$ cat config.mk
export PLATFORM = sky130hd
export DESIGN_NAME = pc_unit
export DESIGN_NICKNAME = d
export VERILOG_FILES = /design/src/rtl/pc_unit.sv
export SDC_FILE = /design/constraint.sdc
export NUM_CORES = 1
export LEC_CHECK = 0
export BUFFER_PORTS_ARGS = -buffer_cell sky130_fd_sc_hd__buf_2
export CAP_MARGIN = 10
export CORE_MARGIN = 2
export CORE_UTILIZATION = 51
export DETAILED_ROUTE_END_ITERATION = 8
export PLACE_DENSITY = 0.9
export SYNTH_ARGS = -nofsm -noshare
export SYNTH_HDL_FRONTEND = slang
export SYNTH_SLANG_ARGS = --single-unit
$ cat constraint.sdc
create_clock -name clk -period 4.3 [get_ports clk]
set_input_delay 0.43 -clock clk [delete_from_list [all_inputs] [get_ports clk]]
set_output_delay 0.43 -clock clk [all_outputs]
set_load 0.02 [all_outputs]
$ cat src/rtl/pc_unit.sv
// Program-counter unit: holds the fetch address, selects the next address, runs the
// instruction-memory request/ack handshake, and handles stall, exception, eret and misaligned traps.
module pc_unit #(
    parameter int unsigned      WIDTH        = 32,
    parameter logic [WIDTH-1:0] RESET_VECTOR = '0,
    parameter logic [WIDTH-1:0] EXC_VECTOR   = WIDTH'(32'h8000_0180)
) (
    input  logic             clk,
    input  logic             rst_n,
    input  logic             stall,
    input  logic [1:0]       sel,
    input  logic [WIDTH-1:0] branch_off,
    input  logic [25:0]      jump_idx,
    input  logic [WIDTH-1:0] jr_target,
    input  logic             exc,
    input  logic             eret,
    input  logic             fetch_ack,
    output logic [WIDTH-1:0] pc,
    output logic [WIDTH-1:0] pc_plus4,
    output logic [WIDTH-1:0] epc,
    output logic             fetch_req,
    output logic             addr_err
);

    localparam logic [1:0] ST_BOOT = 2'd0;
    localparam logic [1:0] ST_REQ  = 2'd1;
    localparam logic [1:0] ST_HOLD = 2'd2;

    logic [1:0]       state_q, state_d;
    logic [WIDTH-1:0] pc_q, pc_d;
    logic [WIDTH-1:0] epc_q, epc_d;
    logic [WIDTH-1:0] next_pc;
    logic             advance;

    assign pc_plus4 = pc_q + WIDTH'(4);

    // Next-address source mux
    always_comb begin
        next_pc = pc_plus4;
        unique case (sel)
            2'b00: next_pc = pc_plus4;
            2'b01: next_pc = pc_plus4 + (branch_off << 2);
            2'b10: next_pc = {pc_plus4[WIDTH-1:28], jump_idx, 2'b00};
            2'b11: next_pc = jr_target;
            default: next_pc = pc_plus4;
        endcase
    end

    assign advance = ((state_q == ST_REQ) && fetch_ack && !stall) ||
                     ((state_q == ST_HOLD) && !stall);

    // Handshake FSM with redirect priority: exc, then misaligned trap, then eret
    always_comb begin
        state_d  = state_q;
        pc_d     = pc_q;
        epc_d    = epc_q;
        addr_err = 1'b0;

        unique case (state_q)
            ST_BOOT: state_d = ST_REQ;
            ST_REQ:  if (fetch_ack && stall) state_d = ST_HOLD;
            ST_HOLD: if (!stall) state_d = ST_REQ;
            default: state_d = ST_BOOT;
        endcase

        if (advance) begin
            pc_d = next_pc;
        end

        if (exc) begin
            pc_d    = EXC_VECTOR;
            epc_d   = pc_q;
            state_d = ST_REQ;
        end else if (advance && (next_pc[1:0] != 2'b00)) begin
            pc_d     = EXC_VECTOR;
            epc_d    = next_pc;
            addr_err = 1'b1;
            state_d  = ST_REQ;
        end else if (eret) begin
            pc_d    = epc_q;
            state_d = ST_REQ;
        end
    end

    always_ff @(posedge clk or negedge rst_n) begin
        if (!rst_n) begin
            state_q <= ST_BOOT;
            pc_q    <= RESET_VECTOR;
            epc_q   <= '0;
        end else begin
            state_q <= state_d;
            pc_q    <= pc_d;
            epc_q   <= epc_d;
        end
    end

    assign pc        = pc_q;
    assign epc       = epc_q;
    assign fetch_req = (state_q == ST_REQ);

endmodule

-- After elaboration in Yosys (flattened, before gate mapping)
Cells that the tools add are included.
- register bits after elaboration: 66
- input port bits: 98
- $add $sub $neg: 2
- equal/unequal tests: 7
- muxes and demuxes: 15
- reduce and logical (&&, ||, !) cells: 13
- operators by type and width (operator ; count):
    $mux 32 ; 6
    $pmux 32 s4 ; 1
    $add 32x3->32 const B ; 1
    $add 32x32->32 ; 1
    $mux 2 ; 5
    $eq 2x2->1 const B ; 3
    $pmux 2 s3 ; 1
    $logic_and 1x1->1 ; 5
    $ne 5x3->1 const B ; 1
    $ne 5x4->1 const B ; 1
    $eq 2x1->1 const B ; 2
    $logic_not 2->1 ; 2
    $reduce_bool 2->1 ; 2
    $reduce_bool 4->1 ; 1
    $mux 1 ; 2
    $reduce_and 2->1 ; 1
    $logic_not 1->1 ; 1
    $logic_or 1x1->1 ; 1

-- Longest topological paths before layout
Gate-level depths: netlist of the first run.
- depth in word-level cells: 8
- gate-level depth with buffers: 17
- depth with buffers taken out: 15

-- Worst setup path before layout of the first run
OpenSTA, ideal clock, no wires.
- path type: reg-to-reg
- from: register pc_q[9], in the netlist pc[9]
- to: register pc_q[31], in the netlist pc[31]
- arrival time: 4.293 ns
- setup slack: -0.075 ns
- stages on the path, launching flop included: 18
- buffers on the path: 2
- clock period less this slack: 4.375 ns
- path through: dfrtp_1 -> buf_2 -> nand4_1 -> or3_1 -> nor2_1 -> nand4_1 -> xnor2_1 -> ha_1 -> buf_6 -> a211oi_2 -> nor2_1 -> o41ai_2 -> o21ai_1 -> or4b_1 -> and3_1 -> o21ai_1 -> or3b_1 -> a31oi_1
- cells in the longest elaborated chain, start to end: 7
- ends and longest elaborated chain (element ; RTL line ; text):
    start: declaration ; 30 ; logic [WIDTH-1:0] pc_q, pc_d;
    start signal: assignment ; 92 ; pc_q <= pc_d;
    $add 32x3->32 ; 35 ; assign pc_plus4 = pc_q + WIDTH'(4);
    via pc_plus4[22] ; 19 ; output logic [WIDTH-1:0] pc_plus4,
    $add 32x32->32 ; 42 ; 2'b01: next_pc = pc_plus4 + (branch_off << 2);
    $pmux 32 s4 ; 40 ; unique case (sel)
    $mux 32 ; 66 ; if (advance) begin
    $mux 32 ; 79 ; end else if (eret) begin
    $mux 32 ; 74 ; end else if (advance && (next_pc[1:0] != 2'b00)) begin
    $mux 32 ; 70 ; if (exc) begin
The timed path passes the listed nets, and every way through them passes these cells. The select of a mux whose other input is x is not followed.
A chain may end at the register's enable or synchronous reset.

-- Worst setup path after layout of the first run
- from: register pc_q[9], in the netlist pc[9]
- to: register pc_q[31], in the netlist pc[31]
- cells in the longest elaborated chain, start to end: 7
- ends and longest elaborated chain (element ; RTL line):
    $add 32x3->32 (*) ; 35
    $add 32x32->32 ; 42
    $pmux 32 s4 (*) ; 40
    $mux 32 (*) ; 66
    $mux 32 (*) ; 79
    $mux 32 (*) ; 74
    $mux 32 (*) ; 70
Every way passes the cells marked *; elsewhere a longest branch is shown, timed or not. The select of a mux whose other input is x is not followed.

==> results.py, run 1 <==
metrics = {
    "logic_synthesis": {
        "syn_nets": 840,
        "syn_area_um2": 5980,
        "synth_area_per_cell_um2": 8.50,
        "synthArstFlopShare": 1.00,
        "synthAdderAreaFrac": 0.0807,
        "yosys_most_used_dff": "dfrtp_1",
        "synth_xor_area_frac": 0.0744,
        "yosys_warnings": 0,
        "synthCells": 704,
        "ys_types": 69,
        "yosysSeqAreaShare": 0.276,
        "synth_area_leaders": "dfrtp_1 (28%), ha_1 (7.7%), mux4_2 (5.6%)",
        "synth_simple_gate_area_frac": 0.191,
        "synth_compound_area_frac": 0.222,
        "synth_top_area_frac": 0.276,
        "muxShareOfSynthArea": 0.119,
        "synth_edf_count": 0,
        "synth-seq-cells": 66,
        "synth_top_family_by_area": "compound AO/OA/AOI/OAI gates",
        "yosys.area.top_type": "dfrtp_1",
    },
    "sta": {
        "fin_skew_ns": 0.00463,
        "drv_slew": 0,
        "finalCriticalPeriod_ns": 4.18,
        "fmax_mhz": 239,
        "setup_viol": 0,
        "post-route-period-util": 0.971,
        "slew_headroom": 0.452,
        "tightest_slew_ns": 0.823,
        "hold_viol_final": 0,
    },
    "die": {
        "dieArea_um2": 12600,
        "core_um2": 11400,
        "die_x_um": 112,
        "ios": 196,
        "start_util": 0.524,
        "row_count": 39,
        "fp.dieH_um": 112,
    },
    "critical_path": {
        "path_buf_inv": 0,
        "r2r_setup_slack_ns": 0.12,
        "cp_slowest_cell": "or3_4",
        "crit_path_end": "pc[31]",
        "worstSetupPathType": "flip-flop to flip-flop",
        "crit_path_start_kind": "flip-flop",
        "worst_path_dominant_cell_family": "simple AND/OR/NAND/NOR gates",
        "r2r-end": "pc[31]",
        "startpoint": "pc[9]",
        "reg2reg_depth": 15,
        "slowest_delay_ns": 0.50,
        "cp.depth": 15,
        "cp.arrival_ns": 4.43,
        "worst-path-max-fanout": 4,
        "crit_path_end_kind": "flip-flop",
        "crit_chain": "nand4_1 -> or3_4 -> nor2_2 -> nand4_1 -> xnor2_2 -> ha_1 -> a211oi_2 -> nor2_1 -> o41ai_2 -> o21ai_1 -> or4b_1 -> and3_1 -> o21ai_1 -> or3b_1 -> a31oi_1",
        "r2r-start": "pc[9]",
        "cp.required_ns": 4.55,
    },
    "global_routing": {
        "grt_start_max_net_pins": 47,
        "grtUsageTotal": 0.319,
        "antenna_found_initial": 0,
        "overflow": 0,
        "grt_pass1_vias": 6172,
        "grt_pass1_wl_um": 32000,
    },
    "power_and_ir_drop": {
        "p_leak_nw": 3.84,
        "p_comb_frac": 0.420,
        "pwr-share-seq": 0.297,
        "ir_worst_vdd_mv": 0.285,
        "p_per_area_nw_per_um2": 350,
        "p_switching_mw": 1.02,
        "p_int_mw": 1.61,
        "switching_share": 0.388,
        "total_power_mw": 2.64,
        "p_clk_frac": 0.282,
    },
    "layout": {
        "diodes": 0,
        "most-common-layout-cells": "buf_2 (193), nand2_1 (88), dfrtp_1 (62), a21oi_1 (57), nor2_1 (45)",
        "finish.utilization": 0.661,
        "drive_above_1_share": 0.319,
        "num-nets-final": 1033,
        "syn2layout_area_growth_pct": 26.1,
        "final_common_cell": "buf_2",
        "fin_area_um2": 7550,
    },
    "routing": {
        "drc": 0,
        "dr.pass1.iters": 6,
        "drtIter0Drc": 790,
        "via_count": 6578,
        "vias_per_cell": 6.29,
        "drt_wl_total_um": 20600,
        "detail-route-antenna-nets": 0,
        "routedWlPerCell_um": 19.7,
    },
    "clock_network": {
        "cts_resized": 0,
        "holdBufCountCts": 0,
        "clockRootBuffer": "clkbuf_16",
        "cts_tree": "built",
        "htree_num_levels": 3,
        "cts_buffers": 9,
        "path_clk_slew_ns": 0.05,
        "post-cts-setup-buffer-count": 0,
        "clk_latency_ns": 0.33,
        "cts.sink_count": 66,
        "clock_path_buffers": 2,
    },
    "placement": {
        "dpl.hpwl_um": 15600,
        "postPlaceCellArea_um2": 7180,
        "portBuffers": 193,
        "gp_routability_congestion": 0.964,
    },
    "flow_run": {
        "maxCapViolations": 0,
    },
    "status": {
        "status": "completed",
    },
    "min_path": {
        "min_path_type": "input pin to asynchronous set/reset pin",
    },
}
## worst reg2reg max path: cells and delay by family (launching register included)
| family | cells | cell delay [ns] |
|---|---|---|
| fa+ha+maj | 1 | 0.32 |
| compound gates | 5 | 0.86 |
| simple gates | 8 | 2.25 |
| xor+xnor | 1 | 0.31 |
| flops | 1 | 0.35 |
## state kept, by name (all words and copies together), names as in the netlist
name and flops:
pc 32, epc 32, state_q 2
## cells by family after synthesis
kind of cell,Yosys count
buf+inv,54
xor+xnor,50
flops,66
fa+ha+maj,38
mux,52
compound gates,210
simple gates,234
## cells in the mapped netlist (8+ instances only)
| master | instances |
|---|---|
| inv_1 | 16 |
| dfrtp_1 | 66 |
| nand4_1 | 10 |
| o21ai_0 | 40 |
| mux2i_1 | 33 |
| o221ai_1 | 8 |
| nand2_1 | 88 |
| xnor2_1 | 32 |
| clkbuf_1 | 25 |
| nand3_1 | 21 |
| nor3_1 | 11 |
| ha_1 | 37 |
| a21oi_1 | 58 |
| o21ai_1 | 34 |
| and3_1 | 14 |
| a32oi_1 | 9 |
| xor2_1 | 17 |
| or3_1 | 8 |
| mux4_2 | 15 |
| nor2_1 | 47 |
| nor2b_1 | 9 |
## power by group through the flow
stage,Sequential (mW),Combinational (mW),Clock [mW]
3_3_place_gp,0.786,1.06,0
4_1_cts,0.780,1.08,0.744
5_1_grt,0.795,1.20,0.768
6_report,0.785,1.11,0.745
2_1_floorplan,0.868,0.626,0
3_5_place_dp,0.790,1.07,0
## layout make-up
type	instances	area, µm²
Clock inverter	2	35.0
Fill cell	956	3870
Clock buffer	14	264
Inverter	16	60.1
Tap cell	143	179
Sequential cell	66	1660
Multi-Input combinational cell	584	4180
Timing Repair Buffer	220	1170
## worst min-delay path by stage
stage	start	end	slack, ns	depth (start not counted)
2_1_floorplan	rst_n	epc[0]	0.13	0
3_3_place_gp	pc[1]	pc[1]	0.53	2
3_5_place_dp	pc[1]	epc[1]	0.54	2
4_1_cts	rst_n	state_q[1]	0.22	1
5_1_grt	rst_n	state_q[0]	0.27	1
6_report	rst_n	state_q[1]	0.20	1
## routing by layer
metal | wire, µm | vias up | GRT usage
met1 | 8340 | 3092 | 0.427
met5 | 0 | - | 0
met2 | 9480 | 433 | 0.508
met3 | 2080 | 61 | 0.0675
li1 | - | 2992 | -
met4 | 724 | 0 | 0.128
## through the flow
stage	setup slack, ns	hold WS [ns]	std cells	setup TNS [ns]
after floorplan	0.0112	0.134	704	0
after global placement	0.227	0.529	1029	0
after detailed placement	0.130	0.543	1029	0
after CTS	0.0763	0.215	1045	0
after global routing	-0.0314	0.268	1045	-0.0534
final	0.124	0.197	1045	0
Note: power is estimated with default switching activity, not from simulation.
==> run 2, diff against run 1 <==
Settings changed: ABC_AREA from default to 1, PLACE_DENSITY 0.9 to 0.88.
==> run 2 against run 1 <==
Net effect: clock power grew 12%; routed wire length increased by 23%; synthesized area is 16% higher; first-iteration DRC count increased by 7.6%; sequential share of layout area is 2.1 points lower; cell count up 42%; global-route usage grew 2.7 points; count of clock-buffer cells in the layout fell by 4; worst setup slack improved by 0.47 ns; maximum frequency up 13%; highest routed layer unchanged.
==> results.py, run 2 <==
metrics = {
    "layout": {
        "drive_above_1_share": 0.206,
        "fin_area_um2": 8330,
        "most-common-layout-cells": "nand2_1 (365), buf_2 (193), inv_1 (138), nor2_1 (99), nand3_1 (76)",
        "syn2layout_area_growth_pct": 20.1,
        "fillers": 1247,
        "multi_input_area_um2": 4540,
        "num-nets-final": 1435,
        "final_common_cell": "nand2_1",
        "regArea_um2": 1650,
        "final_cells": 1480,
        "diodes": 0,
    },
    "sta": {
        "setup_viol": 0,
        "tightest_slew_ns": 0.903,
        "finalCriticalPeriod_ns": 3.70,
        "hold_viol_final": 0,
        "drv_slew": 0,
        "fin_skew_ns": 0.00610,
        "slew_headroom": 0.398,
        "fmax_mhz": 270,
        "fin_setup_tns_ns": 0,
        "post-route-period-util": 0.861,
        "rsz0062_at_grt": "no",
    },
    "critical_path": {
        "cp.required_ns": 4.52,
        "worstSetupPathType": "flip-flop to flip-flop",
        "cp.arrival_ns": 3.92,
        "crit_path_end_kind": "flip-flop",
        "crit_path_start_kind": "flip-flop",
        "r2r_setup_slack_ns": 0.60,
        "r2r-start": "pc[7]",
        "r2r-end": "pc[15]",
        "reg2reg_depth": 20,
        "worst-path-max-fanout": 6,
    },
    "clock_network": {
        "clock_path_buffers": 2,
        "holdBufCountCts": 0,
        "cts_resized": 0,
        "path_clk_slew_ns": 0.06,
        "clk_latency_ns": 0.33,
        "cts_tree": "built",
        "clockRootBuffer": "clkbuf_16",
        "cts.sink_count": 66,
        "cts_buffers": 9,
        "htree_num_levels": 3,
        "post-cts-setup-buffer-count": 0,
    },
    "routing": {
        "via_count": 8536,
        "drtIter0Drc": 850,
        "routedWlPerCell_um": 17.2,
        "dr.pass1.iters": 5,
        "vias_per_cell": 5.77,
        "detail-route-antenna-nets": 0,
        "drc": 0,
        "drt_wl_total_um": 25400,
    },
    "die": {
        "dieArea_um2": 14500,
        "die_x_um": 121,
        "core_um2": 13200,
        "fp.dieH_um": 121,
        "start_util": 0.524,
        "ios": 196,
        "row_count": 42,
    },
    "power_and_ir_drop": {
        "ir_worst_vdd_mv": 0.335,
        "p_int_mw": 1.65,
        "p_per_area_nw_per_um2": 340,
        "p_switching_mw": 1.18,
        "p_leak_nw": 4.55,
        "p_comb_frac": 0.420,
        "switching_share": 0.417,
        "p_clk_frac": 0.294,
        "pwr-share-seq": 0.286,
    },
    "logic_synthesis": {
        "synthArstFlopShare": 1.00,
        "yosysSeqAreaShare": 0.238,
        "syn_area_um2": 6930,
        "yosys_most_used_dff": "dfrtp_1",
        "ys_types": 54,
        "synth-seq-cells": 66,
        "yosys_warnings": 0,
        "syn_nets": 1258,
        "synth_top_area_frac": 0.238,
        "yosysMostFrequentCell": "nand2_1",
        "synth_area_leaders": "dfrtp_1 (24%), nand2_1 (20%), inv_1 (7.5%)",
        "synth_area_per_cell_um2": 6.18,
        "synthTopCellsByCount": "nand2_1 (365), inv_1 (138), nor2_1 (99), nand3_1 (76), dfrtp_1 (66)",
        "synthCells": 1122,
        "synth_edf_count": 0,
        "yosys.area.top_type": "dfrtp_1",
    },
    "placement": {
        "dpl.hpwl_um": 19900,
        "placed_cells": 1464,
        "portBuffers": 193,
        "postPlaceCellArea_um2": 8000,
        "gp_routability_congestion": 1.03,
    },
    "global_routing": {
        "antenna_found_initial": 0,
        "grt_pass1_wl_um": 39500,
        "grt_start_max_net_pins": 41,
        "overflow": 0,
        "grtUsageTotal": 0.346,
        "grt_pass1_vias": 7860,
    },
    "flow_run": {
        "maxCapViolations": 0,
    },
    "min_path": {
        "min_path_type": "input pin to asynchronous set/reset pin",
    },
    "status": {
        "status": "completed",
    },
}
## run 2: worst max-delay path by stage
stage,from,end,slack (ns),cells past startpoint
2_1_floorplan,pc[2],pc[27],1.16,19
3_3_place_gp,pc[7],pc[15],0.92,20
3_5_place_dp,pc[2],pc[15],0.81,21
4_1_cts,pc[7],pc[15],0.79,20
5_1_grt,pc[7],pc[15],0.35,20
6_report,pc[7],pc[15],0.60,20
## run 2: power groups by stage
stage | Sequential, mW | Combinational, mW | Clock, mW
6_report | 0.809 | 1.19 | 0.832
2_1_floorplan | 0.878 | 0.689 | 0
4_1_cts | 0.802 | 1.17 | 0.834
3_5_place_dp | 0.810 | 1.16 | 0
3_3_place_gp | 0.806 | 1.14 | 0
5_1_grt | 0.815 | 1.30 | 0.863
## run 2: metal layers
| metal | up-vias | wire, µm | GRT usage |
|---|---|---|---|
| met1 | 3900 | 9830 | 0.451 |
| met5 | - | 0 | 0 |
| met4 | 0 | 798 | 0.113 |
| li1 | 4001 | - | - |
| met3 | 77 | 2990 | 0.0613 |
| met2 | 558 | 11800 | 0.580 |
## run 2: cells by family (layout without fill, tap and decap cells)
| group | after synthesis | in the layout | synth area share |
|---|---|---|---|
| AO/OA/AOI/OAI | 187 | 187 | 0.164 |
| XOR/XNOR | 21 | 21 | 0.0287 |
| adder cells (fa/ha/maj) | 38 | 38 | 0.0696 |
| buffers and inverters | 186 | 368 | 0.107 |
| flip-flops | 66 | 66 | 0.238 |
| AND/OR/NAND/NOR | 624 | 624 | 0.392 |
## run 2: through the flow
stage	setup WS (ns)	hold slack, ns	total power, mW	util
6_report	0.598	0.229	2.83	0.629
5_1_grt	0.348	0.309	2.97	0.629
4_1_cts	0.788	0.253	2.80	0.629
3_5_place_dp	0.812	0.474	1.97	0.604
3_3_place_gp	0.924	0.466	1.94	0.604
2_1_floorplan	1.16	0.134	1.57	-
## run 2: worst max-delay path, stage by stage, from the launching register on
cell     delay (ns)
dfrtp_1        0.56
nand2_1        0.20
nor2_1         0.15
nand2_1        0.09
nor2_1         0.32
xor2_1         0.25
inv_1          0.14
ha_1           0.32
nand2_1        0.07
nor2_1         0.29
inv_1          0.07
nor2_1         0.09
nand2_1        0.06
nand2_1        0.19
a21oi_1        0.09
o21ai_0        0.08
o21ai_1        0.15
o21ai_0        0.24
nand2_1        0.10
nand2_1        0.08
nand2_1        0.05
## run 2: cell type report
class	instances	share of cell area
multi-input combinational	870	0.545
sequential	66	0.198
timing repair buffer	199	0.121
inverter	153	0.0689
clock buffer	10	0.0275
tap	176	0.0264
clock inverter	6	0.0126
